<file path="src/rtl/serial_word_packer.sv">
// rtl/serial_word_packer.sv - serial-to-parallel word packer with output FIFO
//
// serial_word_packer_fifo : small synchronous FIFO holding completed words.
//    clock, rst_n     clock and asynchronous active-low reset
//    wr_en, wr_data   push request and the word to push
//    rd_ready         consumer accepts the head entry when it is valid
//    rd_data          head entry (0 while empty)
//    rd_valid         FIFO not empty
//    rd_fire          head entry consumed on this edge
//    dropped          push refused on this edge because the FIFO stayed full
//
// serial_word_packer : deserialises a qualified bit stream into DSIZE-bit
// words, aligned by a start-of-frame marker, and queues them for the consumer.
//    clock, rst_n     clock and asynchronous active-low reset
//    sin_data         serial data bit
//    sin_vld          sin_data (and sin_sof) valid this cycle
//    sin_sof          this valid bit is bit 0 of a new word
//    out_data         head-of-FIFO word
//    out_valid        FIFO not empty
//    out_ready        consumer accepts out_data when out_valid & out_ready
//    overflow         sticky: a completed word was dropped on a full FIFO
//    ovf_clr          clears overflow (a same-edge drop takes precedence)
//    frame_err        one-cycle pulse: a partial word was discarded by sin_sof
//    word_cnt         words accepted by the consumer, wraps modulo 2^16

module serial_word_packer_fifo #(
   parameter int W     = 8,
   parameter int DEPTH = 4
) (
   input  logic         clock,
   input  logic         rst_n,
   input  logic         wr_en,
   input  logic [W-1:0] wr_data,
   input  logic         rd_ready,
   output logic [W-1:0] rd_data,
   output logic         rd_valid,
   output logic         rd_fire,
   output logic         dropped
);

   localparam int AW = $clog2(DEPTH);

   logic [W-1:0] mem [DEPTH];
   // One extra pointer bit distinguishes full from empty when indices match.
   logic [AW:0]  wr_ptr;
   logic [AW:0]  rd_ptr;
   logic         empty;
   logic         full;
   logic         accept;

   assign empty = (wr_ptr == rd_ptr);
   assign full  = (wr_ptr[AW] != rd_ptr[AW]) &&
                  (wr_ptr[AW-1:0] == rd_ptr[AW-1:0]);

   assign rd_valid = !empty;
   assign rd_fire  = !empty && rd_ready;

   // A pop on the same edge frees the slot the push needs; when full, the
   // write index equals the head index, which is read before the edge.
   assign accept  = wr_en && (!full || rd_fire);
   assign dropped = wr_en && full && !rd_fire;

   // Force zero while empty so a stale entry never shows on out_data.
   assign rd_data = empty ? '0 : mem[rd_ptr[AW-1:0]];

   always_ff @(posedge clock or negedge rst_n) begin
      if (!rst_n) begin
         wr_ptr <= '0;
         rd_ptr <= '0;
         for (int i = 0; i < DEPTH; i++) begin
            mem[i] <= '0;
         end
      end else begin
         if (accept) begin
            mem[wr_ptr[AW-1:0]] <= wr_data;
            wr_ptr              <= wr_ptr + 1'b1;
         end
         if (rd_fire) begin
            rd_ptr <= rd_ptr + 1'b1;
         end
      end
   end

endmodule

module serial_word_packer #(
   parameter int DSIZE     = 8,
   parameter int MSB_FIRST = 1,
   parameter int DEPTH     = 4
) (
   input  logic             clock,
   input  logic             rst_n,
   input  logic             sin_data,
   input  logic             sin_vld,
   input  logic             sin_sof,
   output logic [DSIZE-1:0] out_data,
   output logic             out_valid,
   input  logic             out_ready,
   output logic             overflow,
   input  logic             ovf_clr,
   output logic             frame_err,
   output logic [15:0]      word_cnt
);

   localparam int CW = (DSIZE > 2) ? $clog2(DSIZE) : 1;

   logic [DSIZE-1:0] shreg;
   logic [DSIZE-1:0] shreg_base;
   logic [DSIZE-1:0] shreg_next;
   logic [CW-1:0]    bit_cnt;
   logic             last_bit;
   logic             pop;
   logic             dropped;

   // A start-of-frame bit restarts the word from a clean register, so any
   // partial bits from the aborted word cannot leak into the new one.
   assign shreg_base = sin_sof ? '0 : shreg;

   always_comb begin
      shreg_next = shreg_base;
      if (MSB_FIRST != 0) begin
         shreg_next = {shreg_base[DSIZE-2:0], sin_data};
      end else begin
         shreg_next = {sin_data, shreg_base[DSIZE-1:1]};
      end
   end

   // sin_sof always leaves bit_cnt at 1, and DSIZE >= 2, so a sof bit can
   // never be the last bit of a word.
   assign last_bit = sin_vld && !sin_sof && (bit_cnt == CW'(DSIZE - 1));

   always_ff @(posedge clock or negedge rst_n) begin
      if (!rst_n) begin
         shreg     <= '0;
         bit_cnt   <= '0;
         frame_err <= 1'b0;
      end else begin
         frame_err <= sin_vld && sin_sof && (bit_cnt != '0);
         if (sin_vld) begin
            shreg <= shreg_next;
            if (sin_sof) begin
               bit_cnt <= CW'(1);
            end else if (last_bit) begin
               bit_cnt <= '0;
            end else begin
               bit_cnt <= bit_cnt + 1'b1;
            end
         end
      end
   end

   // The completed word is pushed on the edge that captures its last bit,
   // so it is taken straight from the next-state value.
   serial_word_packer_fifo #(
      .W     (DSIZE),
      .DEPTH (DEPTH)
   ) u_fifo (
      .clock    (clock),
      .rst_n    (rst_n),
      .wr_en    (last_bit),
      .wr_data  (shreg_next),
      .rd_ready (out_ready),
      .rd_data  (out_data),
      .rd_valid (out_valid),
      .rd_fire  (pop),
      .dropped  (dropped)
   );

   always_ff @(posedge clock or negedge rst_n) begin
      if (!rst_n) begin
         overflow <= 1'b0;
         word_cnt <= '0;
      end else begin
         if (dropped) begin
            overflow <= 1'b1;
         end else if (ovf_clr) begin
            overflow <= 1'b0;
         end
         if (pop) begin
            word_cnt <= word_cnt + 1'b1;
         end
      end
   end

endmodule

</file>
<file path="config.mk">
export PLATFORM = sky130hd
export DESIGN_NAME = serial_word_packer
export DESIGN_NICKNAME = d
export VERILOG_FILES = /design/src/rtl/serial_word_packer.sv
export SDC_FILE = /design/constraint.sdc
export NUM_CORES = 1
export LEC_CHECK = 0
export CAP_MARGIN = 10
export CORE_MARGIN = 2
export CORE_UTILIZATION = 30
export CTS_CLUSTER_DIAMETER = 50
export DETAILED_ROUTE_END_ITERATION = 8
export GPL_ROUTABILITY_DRIVEN = 0
export PLACE_DENSITY = 0.47
export SETUP_SLACK_MARGIN = 0.05
export SYNTH_ARGS = -nofsm -noshare
export SYNTH_HDL_FRONTEND = slang
export SYNTH_SLANG_ARGS = --single-unit
</file>
<file path="constraint.sdc">
create_clock -name clock -period 2.65 [get_ports clock]
set_input_delay 0.53 -clock clock [delete_from_list [all_inputs] [get_ports clock]]
set_output_delay 0.53 -clock clock [all_outputs]
set_load 0.005 [all_outputs]
</file>
* After elaboration in Yosys (flattened, before gate mapping)
Cells that the tools add are included.
** Operators by class
- Add/subtract/negate cells :: 4
- Order comparisons :: 3
- Eq/ne operators :: 4
- Multiplexer cells :: 12
- Bitwise gates (word level) :: 2
- Reduce and logical (&&, ||, !) cells :: 17
** Operators with widths (number)
- bitwise mux 32 bit :: 1
- two-way mux 8 bit :: 4
- adder 16 x 1 -> 16 bit, second input constant :: 1
- binary-select mux 8 bit (select 2 bit) :: 1
- demux 8 bit (select 2 bit) :: 1
- logical AND 1 bit :: 10
- adder 3 x 1 -> 3 bit, second input constant :: 3
- two-way mux 7 bit :: 1
- greater-or-equal comparator 3 bit, second input constant :: 2
- two-way mux 3 bit :: 2
- inverter 2 -> 3 bit :: 2
- zero test 1 bit :: 4
- equality test 3 bit :: 1
- equality test 3 bit, second input constant :: 1
- < comparator 3 x 1 -> 1 bit, second input constant :: 1
- nonzero test 3 bit :: 1
- equality test 2 bit :: 1
- two-way mux 1 bit :: 2
- nonzero test 2 bit :: 1
- logical OR 1 bit :: 1
- inequality test 1 bit :: 1
** Word-level totals
- Register bits after elaboration :: 66
- Bits of input ports :: 7
- Output and inout bits :: 27

* Logic depth before layout (Yosys ltp)
- Depth in word-level cells :: 6
- Mapped depth :: 6

* Modules after synthesis
From an unflattened synthesis, not the netlist that was laid out.
** Unflattened totals
- Cells, all modules :: 229
- Area, all modules :: 3238.1 µm²
** Modules (own cells, without submodules)
- serial_word_packer_fifo :: instances 1, cells an instance 122, area each 1938.1 µm², sequential area each 950.9 µm²
- serial_word_packer :: instances 1, cells an instance 107, area each 1300.0 µm², sequential area each 700.7 µm²

* Worst setup path after synthesis
No wires, ideal clock.
- Path type :: register -> output
- Start point :: reg u_fifo.rd_ptr[2]
- End point :: out out_data[0]
- Arrival time :: 1372 ps
- Data required time :: 2120 ps
- Setup slack :: 748 ps
- Stages on the path, launching flop included :: 6
- Path buffers :: 1
- Path through :: dfrtp_1 -> xor2_2 -> nor3_1 -> inv_1 -> buf_2 -> and2_1
** On the way
- Cells in the longest elaborated chain, start to end :: 2
** RTL lines
- start, declared :: line 46 : logic [AW:0] rd_ptr;
- start signal, assigned :: line 79 : rd_ptr <= rd_ptr + 1'b1;
- equality test 3 bit :: line 51 : assign empty = (wr_ptr == rd_ptr);
- two-way mux 8 bit :: line 64 : assign rd_data = empty ? '0 : mem[rd_ptr[AW-1:0]];
- end, declared :: line 96 : output logic [DSIZE-1:0] out_data,
Every way passes these cells.

* Worst setup path after layout
- Start point :: reg u_fifo.rd_ptr[0]
- End point :: out out_data[0]
** On the way
- Cells in the longest elaborated chain, start to end :: 5
- Elaborated cells between the ends (all ways) :: 6
- Those cells by class :: 1 x eq/ne; 4 x mux; 1 x bitwise
** RTL lines (line)
- inverter 2 -> 3 bit (implied by the code) :: 64
- binary-select mux 8 bit (select 2 bit) :: 64
- two-way mux 8 bit (implied by the code) (2 in a row) :: 64
- two-way mux 8 bit (*) :: 64
Every way passes the cells marked *; elsewhere a longest branch is shown, timed or not. The select of a mux whose other input is x is not followed.

==> flow_metrics.tcl <==
set metrics [dict create \
    worst-path-max-fanout 11 \
    period_share_pct 94.6 \
    netlist_area_um2 3110 \
    cp_cell_sequence "buf_12, buf_4, mux4_1, and2_1, dlygate4sd2_1" \
    syn-num-nets 244 \
    vdd_drop_max_v 0.000308 \
    clkPwrFrac_pct 28.0 \
    die_width_um 106 \
    rr_endpoint "u_fifo.rd_ptr[1]" \
    fin_nets 296 \
    core-area_um2 10200 \
    synth_cell_type_count 32 \
    max_freq_ghz 0.399 \
    rsz0062_at_grt "no" \
    cts_root_buffer "clkbuf_8" \
    worstPathRequired_ns 2.12 \
    fin_worst_skew_ns 0.0151 \
    syn_inst 228 \
    cp-end-kind "output port" \
    final-hold-violation-count 0 \
    wire_per_inst_um 15.3 \
    via_per_inst 4.63 \
    criticalPathCategory "reg -> out" \
    drc 0 \
    internal_power_mw 2.03 \
    min_period_ns 2.51 \
    place.detailed.hpwl_mm 4.18 \
    drtIter0Drc 42 \
    setup_ws_ns 0.143 \
    areaGrowthSynthToFinish_pct 27.2 \
    num_antenna_cells 0 \
    clock_latency_ns 0.34 \
    tns_ns 0 \
    synth.avg_cell_area_um2 13.7 \
    grt_usage_pct 12.5 \
    ant_nets 0 \
    crit_buf_inv 3 \
    cts.clk_slew.worst_paths_ns 0.07 \
    holdBufCountCts 0 \
    grt_pass1_wl_mm 10.8 \
    ys_ff_latch 66 \
    power_mw 3.00 \
    cap_viol_max_count 0 \
    die-area_um2 11200 \
    htree_levels 3 \
    cts_inserted_buffers 9 \
    io-pin-count 34 \
    yosysWarnings 0 \
    first_pass_iters 4 \
    hold_path.class "in -> async" \
    cts_tree "built" \
    slew_violations 0 \
    cp_top_family "buffers and inverters" \
    placementRows 37 \
    outcome "finished, final reports clean" \
    start_util_pct 30.6 \
    ff2ff_setup_slack_ns 0.67 \
    wl_mm 6.43 \
    finalSetupViolCount 0 \
    p_comb_share_pct 29.9 \
    crit_slowest_cell "mux4_1" \
    seqPwrFrac_pct 42.1 \
    antenna_found_initial 0 \
    tightest_slew_ns 0.892 \
    clockBufferDepth 2 \
    rr_worst_depth 4 \
    cpPeakStageDelay_ns 0.53 \
    crit_cells 5 \
    finish.utilization_pct 38.9 \
    relSlewSlack_pct 40.1 \
    clock_sinks 66 \
    drive_above_1_share_pct 29.8 \
    r2r-start "u_fifo.rd_ptr[0]" \
    power_switching_share_pct 32.3 \
    post_dp_cell_area_um2 3670 \
    grt_max_degree 67 \
    vias 1951 \
    start_kind "register" \
    fp.dieH_um 106 \
    p_sw_mw 0.968 \
    grt-ovfl-total 0 \
    power.density_nw_per_um2 757 \
    grt_pass1_vias 1999 \
    leakage_nw 1.97 \
    fin_area_um2 3960 \
    cp.arrival_ns 1.98 \
    numPortBuffers 33 \
    pre_cts_slack_ns 0.277 \
    synth.yosys.seq_area_share_pct 53.0 \
]
[Yosys cell counts (all sizes together)]
master,n,share of area (%)
inv,11,1.3
nor3,8,1.3
mux4,8,6.6
ha,9,3.6
and4,1,0.28
o22ai,2,0.40
xnor2,12,3.4
nor2,4,0.48
xor2,12,3.6
dfrtp,66,53
nand4bb,1,0.36
and2,9,1.8
a21oi,1,0.16
mux2,41,15
nand3b,2,0.48
o311ai,1,0.52
nand4,2,0.40
a41oi,1,0.88
clkbuf,2,0.24
buf,3,0.76
nor2b,7,1.4
and3,1,0.20
nand2,11,1.6
o21ai,4,0.64
nand3,6,0.96
o31ai,1,0.24
nor4,2,0.40
[power by group through the flow]
stage          Combinational (mW)  Sequential [mW]  Clock [mW]
2_1_floorplan               0.479             1.24           0
3_3_place_gp                0.813             1.26           0
3_5_place_dp                0.817             1.26           0
4_1_cts                     0.900             1.26       0.870
5_1_grt                     0.990             1.28       0.915
6_report                    0.895             1.26       0.840
[metrics by stage]
step,instances,hold slack (ns)
floorplan,228,0.234
global placement,401,0.458
detailed placement,401,0.460
CTS,421,0.214
global route,421,0.217
finish,421,0.206
[layout make-up]
type                    count  area (µm²)
inverters                  11        41.3
fillers                  1016        6220
multi-input cells         146        1430
clock inverters             6        67.6
clock buffers              10         128
well taps                 136         170
flip-flops and latches     66        1660
repair buffers             46         464
[what timing repair did]
action                                  in CTS  in global routing
endpoints found under the setup margin       9                  6
pin swaps                                    1                  0
gates resized for setup                     10                  8
buffers inserted                             4                  0
[registers in the layout, indices dropped and copies added (netlist names)]
signal         cells
overflow           1
frame_err          1
word_cnt          16
shreg              7
u_fifo.wr_ptr      3
bit_cnt            3
u_fifo.rd_ptr      3
u_fifo.mem        32
[how the worst max path moves through the flow]
stage	from	endpoint	slack, ns
after floorplan	u_fifo.rd_ptr[2]	out_data[0]	0.75
after global placement	u_fifo.rd_ptr[0]	out_data[0]	0.30
after detailed placement	u_fifo.rd_ptr[0]	out_data[3]	0.28
after CTS	u_fifo.rd_ptr[0]	out_data[4]	0.02
after global routing	u_fifo.rd_ptr[0]	out_data[0]	0.06
final	u_fifo.rd_ptr[0]	out_data[0]	0.14
[cells in the final DEF (no fill, tap or decap), types with 2 or more instances in the layout]
master            n
nand3_1           6
ha_1              9
xnor2_1          12
nand2_2           4
and2_1            9
clkdlybuf4s50_1  24
nor4_1            2
dfrtp_1          62
nor2b_1           7
nand4_1           2
clkinv_4          2
clkinvlp_4        2
buf_12            2
inv_1            11
xor2_4            2
dfrtp_2           4
nor3_1            7
nand2_1           7
mux2_2           41
clkbuf_8          9
buf_4            10
o21ai_0           4
dlygate4sd2_1     2
nand3b_1          2
mux4_1            7
o22ai_1           2
xor2_1            9
nor2_1            4
dlymetal6s2s_1    6
[per-layer routing]
metal | vias up | share of wire [%] | global-route usage (%) | routed length (µm)
li1 | 910 | - | - | -
met1 | 999 | 49 | 17.0 | 3150
met2 | 38 | 46 | 19.3 | 2990
met3 | 4 | 4.1 | 4.33 | 263
met4 | 0 | 0.47 | 2.54 | 30
met5 | - | 0 | 0 | 0
[cells by family (layout without fill, tap and decap cells)]
| group | after synthesis | count (layout) | share of synthesized area, % |
|---|---|---|---|
| AND/OR/NAND/NOR | 54 | 54 | 9.72 |
| buffers and inverters | 16 | 73 | 2.33 |
| adder cells (fa/ha/maj) | 9 | 9 | 3.62 |
| AO/OA/AOI/OAI | 10 | 10 | 2.85 |
| flip-flops | 66 | 66 | 53.0 |
| multiplexers | 49 | 49 | 21.5 |
| XOR/XNOR | 24 | 24 | 6.99 |
No activity file was read; power rests on OpenSTA's default activity.
